`src/rtl/rv32_pkg.sv`:
```
// -----------------------------------------------------------------------------
// rv32_pkg
// Shared RV32I constants for the writeback stage and its load aligner:
//   XLEN            datapath width
//   WB_SEL_*        writeback source select codes (11 is reserved -> ALU)
//   F3_*            load funct3 width/sign codes
// -----------------------------------------------------------------------------
package rv32_pkg;

    localparam int XLEN = 32;

    localparam logic [1:0] WB_SEL_ALU  = 2'b00;
    localparam logic [1:0] WB_SEL_LOAD = 2'b01;
    localparam logic [1:0] WB_SEL_PC4  = 2'b10;

    localparam logic [2:0] F3_LB  = 3'b000;
    localparam logic [2:0] F3_LH  = 3'b001;
    localparam logic [2:0] F3_LW  = 3'b010;
    localparam logic [2:0] F3_LBU = 3'b100;
    localparam logic [2:0] F3_LHU = 3'b101;

endpackage

```
`src/rtl/load_align.sv`:
```
// -----------------------------------------------------------------------------
// load_align
// Combinational load-data aligner. Picks the addressed byte/half/word out of
// the raw memory word, sign- or zero-extends it, and flags misaligned or
// illegal (unknown funct3) loads.
// Ports:
//   i_word        raw 32-bit word read from data memory
//   i_off         byte offset within the word (effective address [1:0])
//   i_funct3      load width/sign code
//   o_data        aligned, extended load value
//   o_misaligned  halfword at odd offset, or word at nonzero offset
//   o_illegal     funct3 is not a defined load encoding
// -----------------------------------------------------------------------------
module load_align
    import rv32_pkg::*;
(
    input  logic [XLEN-1:0] i_word,
    input  logic [1:0]      i_off,
    input  logic [2:0]      i_funct3,
    output logic [XLEN-1:0] o_data,
    output logic            o_misaligned,
    output logic            o_illegal
);

    logic [7:0]  w_byte;
    logic [15:0] w_half;

    always_comb begin
        w_byte = i_word[7:0];
        case (i_off)
            2'd0:    w_byte = i_word[7:0];
            2'd1:    w_byte = i_word[15:8];
            2'd2:    w_byte = i_word[23:16];
            default: w_byte = i_word[31:24];
        endcase
    end

    // Halfword selection ignores off[0]; an odd offset is reported as misaligned.
    assign w_half = i_off[1] ? i_word[31:16] : i_word[15:0];

    always_comb begin
        o_data       = '0;
        o_misaligned = 1'b0;
        o_illegal    = 1'b0;
        case (i_funct3)
            F3_LB:  o_data = {{24{w_byte[7]}}, w_byte};
            F3_LBU: o_data = {24'b0, w_byte};
            F3_LH: begin
                o_data       = {{16{w_half[15]}}, w_half};
                o_misaligned = i_off[0];
            end
            F3_LHU: begin
                o_data       = {16'b0, w_half};
                o_misaligned = i_off[0];
            end
            F3_LW: begin
                o_data       = i_word;
                o_misaligned = (i_off != 2'd0);
            end
            default: o_illegal = 1'b1;
        endcase
    end

endmodule

```
`src/rtl/writeback_stage.sv`:
```
// -----------------------------------------------------------------------------
// writeback_stage
// Final RV32I pipeline stage. Captures one retiring instruction per cycle from
// the memory stage, aligns load data, selects the writeback source and drives
// the register-file write port (which doubles as the WB forwarding bus).
// Also keeps the 64-bit instret counter and reports misaligned/illegal loads.
//
// Handshake: an instruction transfers on a clock edge when mem_valid is high
// and mem_ready (= !wb_stall) is high; flush additionally kills the transfer.
// A captured entry is live for exactly the following cycle and then retires.
//
// Ports:
//   clk, rst                         clock, synchronous active-high reset
//   mem_valid / mem_ready            memory-stage handshake
//   wb_stall, flush                  hazard hold, trap/redirect kill
//   mem_reg_write, mem_rd_addr       destination write flag and register
//   mem_wb_sel                       00 ALU, 01 load, 10 PC+4, 11 -> ALU
//   mem_is_load, mem_funct3          load qualifier and width/sign code
//   mem_alu_result                   ALU result / load effective address
//   mem_load_word, mem_pc_plus4      raw load word, link value
//   rf_write_enable/addr/data        register-file write port
//   load_exc, load_exc_addr          one-cycle load fault pulse, mtval
//   instret                          retired-instruction counter
//   csr_instret_we/hi/wdata          CSR half-word write into instret
// -----------------------------------------------------------------------------
module writeback_stage #(
    parameter int XLEN   = 32,
    parameter int REG_AW = 5,
    parameter int CNT_W  = 64
) (
    input  logic              clk,
    input  logic              rst,
    input  logic              mem_valid,
    output logic              mem_ready,
    input  logic              wb_stall,
    input  logic              flush,
    input  logic              mem_reg_write,
    input  logic [REG_AW-1:0] mem_rd_addr,
    input  logic [1:0]        mem_wb_sel,
    input  logic              mem_is_load,
    input  logic [2:0]        mem_funct3,
    input  logic [XLEN-1:0]   mem_alu_result,
    input  logic [XLEN-1:0]   mem_load_word,
    input  logic [XLEN-1:0]   mem_pc_plus4,
    output logic              rf_write_enable,
    output logic [REG_AW-1:0] rf_write_addr,
    output logic [XLEN-1:0]   rf_write_data,
    output logic              load_exc,
    output logic [XLEN-1:0]   load_exc_addr,
    output logic [CNT_W-1:0]  instret,
    input  logic              csr_instret_we,
    input  logic              csr_instret_hi,
    input  logic [XLEN-1:0]   csr_instret_wdata
);

    import rv32_pkg::WB_SEL_LOAD;
    import rv32_pkg::WB_SEL_PC4;

    logic [XLEN-1:0]   w_load_data;
    logic              w_misaligned;
    logic              w_illegal;
    logic              w_capture;
    logic              w_exc;
    logic              w_retire;
    logic [XLEN-1:0]   w_wb_data;

    logic              r_wb_valid;
    logic              r_reg_write;
    logic              r_exc;
    logic [REG_AW-1:0] r_rd;
    logic [XLEN-1:0]   r_data;
    logic [XLEN-1:0]   r_exc_addr;
    logic [CNT_W-1:0]  r_instret;

    load_align u_load_align (
        .i_word       (mem_load_word),
        .i_off        (mem_alu_result[1:0]),
        .i_funct3     (mem_funct3),
        .o_data       (w_load_data),
        .o_misaligned (w_misaligned),
        .o_illegal    (w_illegal)
    );

    assign mem_ready = ~wb_stall;
    assign w_capture = mem_valid & ~wb_stall & ~flush;
    // Alignment faults only matter for real loads; funct3 of other ops is not a load code.
    assign w_exc     = mem_is_load & (w_misaligned | w_illegal);

    always_comb begin
        case (mem_wb_sel)
            WB_SEL_LOAD: w_wb_data = w_load_data;
            WB_SEL_PC4:  w_wb_data = mem_pc_plus4;
            default:     w_wb_data = mem_alu_result;
        endcase
    end

    always_ff @(posedge clk) begin
        if (rst) begin
            r_wb_valid  <= 1'b0;
            r_reg_write <= 1'b0;
            r_exc       <= 1'b0;
            r_rd        <= '0;
            r_data      <= '0;
            r_exc_addr  <= '0;
        end else begin
            r_wb_valid <= w_capture;
            if (w_capture) begin
                r_reg_write <= mem_reg_write;
                r_exc       <= w_exc;
                r_rd        <= mem_rd_addr;
                r_data      <= w_wb_data;
                // mtval is sticky: only a new fault overwrites it.
                if (w_exc) begin
                    r_exc_addr <= mem_alu_result;
                end
            end
        end
    end

    assign w_retire = r_wb_valid & ~r_exc;

    // A CSR write in the same cycle as a retire wins and the increment is lost.
    always_ff @(posedge clk) begin
        if (rst) begin
            r_instret <= '0;
        end else if (csr_instret_we) begin
            if (csr_instret_hi) begin
                r_instret[CNT_W-1:XLEN] <= csr_instret_wdata;
            end else begin
                r_instret[XLEN-1:0] <= csr_instret_wdata;
            end
        end else if (w_retire) begin
            r_instret <= r_instret + 1'b1;
        end
    end

    assign rf_write_enable = r_wb_valid & r_reg_write & (r_rd != '0) & ~r_exc;
    assign rf_write_addr   = r_rd;
    assign rf_write_data   = r_data;
    assign load_exc        = r_wb_valid & r_exc;
    assign load_exc_addr   = r_exc_addr;
    assign instret         = r_instret;

endmodule

```
`config.mk`:
```
export PLATFORM = sky130hd
export DESIGN_NAME = writeback_stage
export DESIGN_NICKNAME = d
export VERILOG_FILES = /design/src/rtl/rv32_pkg.sv /design/src/rtl/load_align.sv /design/src/rtl/writeback_stage.sv
export SDC_FILE = /design/constraint.sdc
export NUM_CORES = 1
export LEC_CHECK = 0
export ABC_AREA = 1
export CAP_MARGIN = 20
export CELL_PAD_IN_SITES_DETAIL_PLACEMENT = 1
export CELL_PAD_IN_SITES_GLOBAL_PLACEMENT = 2
export CORE_UTILIZATION = 21
export DETAILED_ROUTE_END_ITERATION = 16
export PLACE_DENSITY = 0.73
export REMOVE_ABC_BUFFERS = 1
export SYNTH_ARGS = -nofsm -noshare
export SYNTH_HDL_FRONTEND = slang
export SYNTH_SLANG_ARGS = --single-unit
```
`constraint.sdc`:
```
create_clock -name clk -period 1.65 [get_ports clk]
set_input_delay 0.165 -clock clk [delete_from_list [all_inputs] [get_ports clk]]
set_output_delay 0.165 -clock clk [all_outputs]
set_load 0.02 [all_outputs]
```
* Word level (Yosys, flattened, before mapping) *
Index checks and enable logic that the tools add are counted.

word-level totals
  bits in registers = 136
  input bits = 147
  output and inout bits = 136
  word-level logic and storage cells = 51

operators by class
  add/subtract/negate cells = 1
  equality and inequality tests = 10
  multiplexer cells = 10
  bitwise operators = 12
  reductions and logical operators = 10

operators with widths
  kind                     count
  $pmux W32 S5             1
  $mux W64                 2
  $add A64 B1 Y64 const B  1
  $mux W32                 2
  $pmux W32 S2             1
  $pmux W8 S3              1
  $mux W16                 1
  $and A1 B1 Y1            8
  $eq A3 B3 Y1 const B     2
  $reduce_and A2 Y1        3
  $reduce_bool A5 Y1       1
  $reduce_or A5 Y1         1
  $eq A2 B1 Y1 const B     2
  $eq A2 B2 Y1 const B     2
  $reduce_bool A2 Y1       2
  $eq A3 B1 Y1 const B     1
  $eq A3 B2 Y1 const B     1
  $logic_not A3 Y1         1
  $not A1 Y1               3
  $logic_not A2 Y1         1
  $ne A2 B1 Y1 const B     1
  $ne A2 B2 Y1 const B     1
  $pmux W1 S2              1
  $reduce_or A2 Y1         1
  other kinds (2)          2

* Longest topological paths before layout *
  word-level depth = 6
  depth in mapped cells = 12
  gate-level depth less buffers = 11

* Hierarchy *
Synthesis repeated with hierarchy kept, for this count alone.

unflattened totals
  cell total of the unflattened synthesis = 1,490
  area total of the unflattened synthesis = 8,909.8 um^2

modules (own cells, without submodules)
  module           times used  cells each  area an instance (um^2)  sequential area each (um^2)
  writeback_stage  1           1,254       7,887.6                  2,722.6
  load_align       1           236         1,022.2                  0.0

* Least setup slack after synthesis *
OpenSTA, ideal clock, no wires.

  kind = reg-to-reg
  start = reg r_instret[0], in the netlist instret[0]
  end = reg r_instret[58], in the netlist instret[58]
  setup time = 120 ps
  arrival = 1,615 ps
  data required time = 1,530 ps
  path slack = -85 ps
  cell stages (with the launch flop) = 11
  buffers on the path = 0
  clock period less this slack = 1,735 ps
  path through = dfxtp_1 -> ha_1 -> nand3_2 -> nor2_4 -> nand2_2 -> clkinv_2 -> nand2_1 -> o21ai_0 -> nand2_1 -> nand2_1 -> a21oi_1

between the ends
  longest elaborated chain between the ends = 3

RTL lines
  element                           line                    source
  start: declaration                writeback_stage.sv:73   logic [CNT_W-1:0] r_instret;
  start signal: indexed assignment  writeback_stage.sv:128  r_instret[CNT_W-1:XLEN] <= csr_instret_wdata;
  start signal: indexed assignment  writeback_stage.sv:130  r_instret[XLEN-1:0] <= csr_instret_wdata;
  start signal: assignment          writeback_stage.sv:133  r_instret <= r_instret + 1'b1;
  $add A64 B1 Y64                   writeback_stage.sv:133
  $mux W64                          writeback_stage.sv:132  end else if (w_retire) begin
  $mux W64                          writeback_stage.sv:126  end else if (csr_instret_we) begin

No other way between the ends. The select of a mux whose other input is x is not followed.
A chain may end at the register's enable or synchronous reset.

* Worst setup path after layout *
  start = reg r_instret[1], in the netlist instret[1]
  end = reg r_instret[8], in the netlist instret[8]

The elaborated chain is that of the path after synthesis.

==> flow_summary_export.csv <==
group,metric,value,unit
worst_setup_path,cpPeakStageDelay,0.33,ns
power_and_ir_drop,vdd_ir_drop_max,0.0005429,V
final_layout,multiInputGateArea,0.006128,mm^2
grt,grt.total_usage,22.04,%
final_layout,area_delta_synth_final,68.01,%
run_status,status,"complete, no violations",
worst_setup_path,reg2reg_to,"instret[8]",
timing,worst_slew_pin_slew,0.4883,ns
yosys,syn_area_per_cell,5.772,um^2
final_layout,n_fill_cell,5522,
clock_tree,ctsLongestPathBuffers,2,
timing,final_max_slew_viol_count,0,
detailed_routing,ant_nets,0,
worst_setup_path,crit_chain,"buf_6 -> ha_4 -> nand3_4 -> inv_1 -> nand2_2 -> inv_1 -> buf_4 -> or2_2 -> nand3_1 -> a21oi_1",
flow_run,maxCapViolCount,0,
timing,setup_viol_count_final,0,
clock_tree,numCtsBuffers,17,
yosys,synth-main-ff-cell,"dfxtp_1",
power_and_ir_drop,leakagePower,7.086,nW
yosys,synth_top_area_cell,"dfxtp_1",
clock_tree,h-tree-depth,4,
yosys,syn-instance-count,1582,
worst_setup_path,cp_common_cell,"inv_1",
worst_setup_path,reg2reg_depth,10,
clock_tree,root_buffer,"clkbuf_16",
yosys,synth-seq-cells,136,
yosys,seq_area_frac_synth,29.82,%
floorplanning,die-area,0.04432,mm^2
floorplanning,die_w,210.5,um
grt,grt-ovfl-total,0,
placement,place.gp.congestion,0.8923,
yosys,ys_async_sr_fraction,0,%
final_layout,drive_gt1_share,24.35,%
final_layout,num-nets-final,2166,
worst_setup_path,crit_start,"instret[1]",
worst_setup_path,cp-end-kind,"flip-flop",
grt,grt_pass1_vias,12770,
yosys,yosys-top-cells-area,"dfxtp_1, nand2_1, a21oi_1",
yosys,synth_edf_count,0,
floorplanning,die_h,210.5,um
clock_tree,clk_pin_slew_worst_paths,0.07,ns
worst_setup_path,rrSetupSlack,0.04,ns
timing,rsz0062_at_grt,"true",
detailed_routing,via_per_inst,4.602,
worst_setup_path,cpMaxStageDelayCell,"dfxtp_2",
grt,antenna_found_initial,7,
yosys,ys_types,40,
clock_tree,cts_tree,"done",
worst_setup_path,cp_max_fo,4,
worst_setup_path,cp.required,2.02,ns
floorplanning,start_util,21.24,%
yosys,synth_common_cells,"nand2_1, nor2_1, a21oi_1",
detailed_routing,routed_wl,48450,um
detailed_routing,drc_errors,0,
min_path,worstHoldPathType,"in2reg",
yosys,synthesis.area,0.009131,mm^2
clock_tree,worstSkewPairLatency,0.49,ns
worst_setup_path,critPathLaunchType,"flip-flop",
power_and_ir_drop,power.density,671.2,mW/mm^2
detailed_routing,drtIter0Drc,386,
floorplanning,design.core.area,0.04298,mm^2
timing,slew_headroom,67.44,%
timing,finClkSkew,0.01219,ns
worst_setup_path,worstPathArrival,1.98,ns
detailed_routing,drt_first_pass_iters,4,
final_layout,diodes,0,
yosys,yosys_warnings,0,
clock_tree,cts.sinks,136,
timing,min_period,1.608,ns
final_layout,seqCellArea,0.002860,mm^2
final_layout,postLayoutCoreUtil,35.69,%
timing,hold_viol,0,
placement,dpl_cell_area,0.01398,mm^2
yosys,yosysMostFrequentCell,"nand2_1",
detailed_routing,route.vias.total,12030,
final_layout,stdcell_area,0.01534,mm^2
timing,finalCritPeriodShare,97.48,%
worst_setup_path,endpoint,"instret[8]",
timing,fmax,621.7,MHz
grt,grt_max_degree,102,
yosys,synth_top_area_share,29.82,%
placement,io_buffers,282,
grt,grt_pass1_wl,73040,um
floorplanning,io_pins,283,
worst_setup_path,worstSetupPathType,"reg2reg",
worst_setup_path,crit-reg2reg-launch,"instret[1]",
detailed_routing,avgRoutedWirePerCell,18.53,um
placement,hpwlAfterDp,37690,um
floorplanning,row_count,76,
[metrics by stage]
step | setup slack, ns | hold slack, ns | setup TNS, ns | instances | power [mW]
CTS | -0.003197 | 0.2232 | -0.003197 | 2605 | 10.38
detailed placement | -0.3460 | 0.4604 | -17.56 | 2570 | 6.316
floorplan | -1.271 | 0.2341 | -78.73 | 1504 | 4.683
finish | 0.04158 | 0.2525 | 0 | 2614 | 10.30
global placement | -0.3080 | 0.4507 | -14.05 | 2570 | 6.269
global route | -0.06354 | 0.2488 | -0.5036 | 2614 | 10.82
[placed cells by master, fill, tap and decap left out, types with 15 or more instances in the layout]
cell	n
a21oi_1	191
a21oi_2	15
buf_4	191
clkbuf_16	17
clkdlybuf4s50_1	159
dfxtp_1	82
dfxtp_2	26
dfxtp_4	28
dlygate4sd2_1	92
dlymetal6s2s_1	24
inv_1	121
nand2_1	435
nand2_2	60
nand3_1	52
nor2_1	188
nor2_2	45
nor2_4	35
o21ai_0	124
[power by group]
part	internal (mW)	switching [mW]
logic	1.14	1.41
clock network	2.26	1.82
registers	3.46	0.205
total	6.86	3.44
[sequential cells by signal, indices dropped and copies added, names as in the netlist]
| name | count |
|---|---|
| r_exc | 1 |
| r_wb_valid | 1 |
| r_reg_write | 1 |
| load_exc_addr | 32 |
| instret | 64 |
| rf_write_data | 32 |
| rf_write_addr | 5 |
[worst min-delay path by stage]
stage,from,end,cells past startpoint
3_3_place_gp,rf_write_data[21],rf_write_data[21],2
5_1_grt,mem_alu_result[3],load_exc_addr[3],3
6_report,rst,rf_write_data[11],3
4_1_cts,mem_alu_result[7],load_exc_addr[7],3
2_1_floorplan,rst,instret[23],1
3_5_place_dp,rf_write_data[8],rf_write_data[8],2
[kinds of logic after synthesis]
group                      count (synthesis)  synth area share, %
and+or+nand+nor                          858                38.67
xor gates and xnor gates                  16                1.535
DFF                                      136                29.82
AOI/OAI and AO/OA                        359                20.22
buffers and inverters                    210                9.345
adders and majority gates                  3               0.4111
[final cells by class]
| class | count | share of cell area (%) |
|---|---|---|
| Tap cell | 585 | 4.771 |
| Clock inverter | 14 | 0.9706 |
| Multi-Input combinational cell | 1236 | 39.95 |
| Inverter | 132 | 3.295 |
| Sequential cell | 136 | 18.64 |
| Timing Repair Buffer | 493 | 29.51 |
| Clock buffer | 18 | 2.863 |
[critical path, delay by kind of cell, from the launching register on]
| kind | cells | cell delay [ns] |
|---|---|---|
| DFF | 1 | 0.33 |
| and+or+nand+nor | 4 | 0.55 |
| adders and majority gates | 1 | 0.16 |
| buffers and inverters | 4 | 0.41 |
| AOI/OAI and AO/OA | 1 | 0.06 |
[per-layer routing]
layer  wire (um)  vias to the layer above  GRT usage (%)
met5          69                        -              0
met4        1156                       10          7.871
met3        3052                       63          6.973
met2       23910                      277          38.40
met1       20260                     5746          25.13
li1            -                     5934              -
[timing repair]
action | 4_1_cts | 5_1_grt
resized for setup | 178 | 229
endpoints found under the hold margin | 0 | 0
hold buffers | 0 | 0
setup buffers | 3 | 9
setup endpoints to repair | 140 | 78
pin swaps | 9 | 49
gates cloned | 0 | 0
Power figures use the tool's default switching activity.
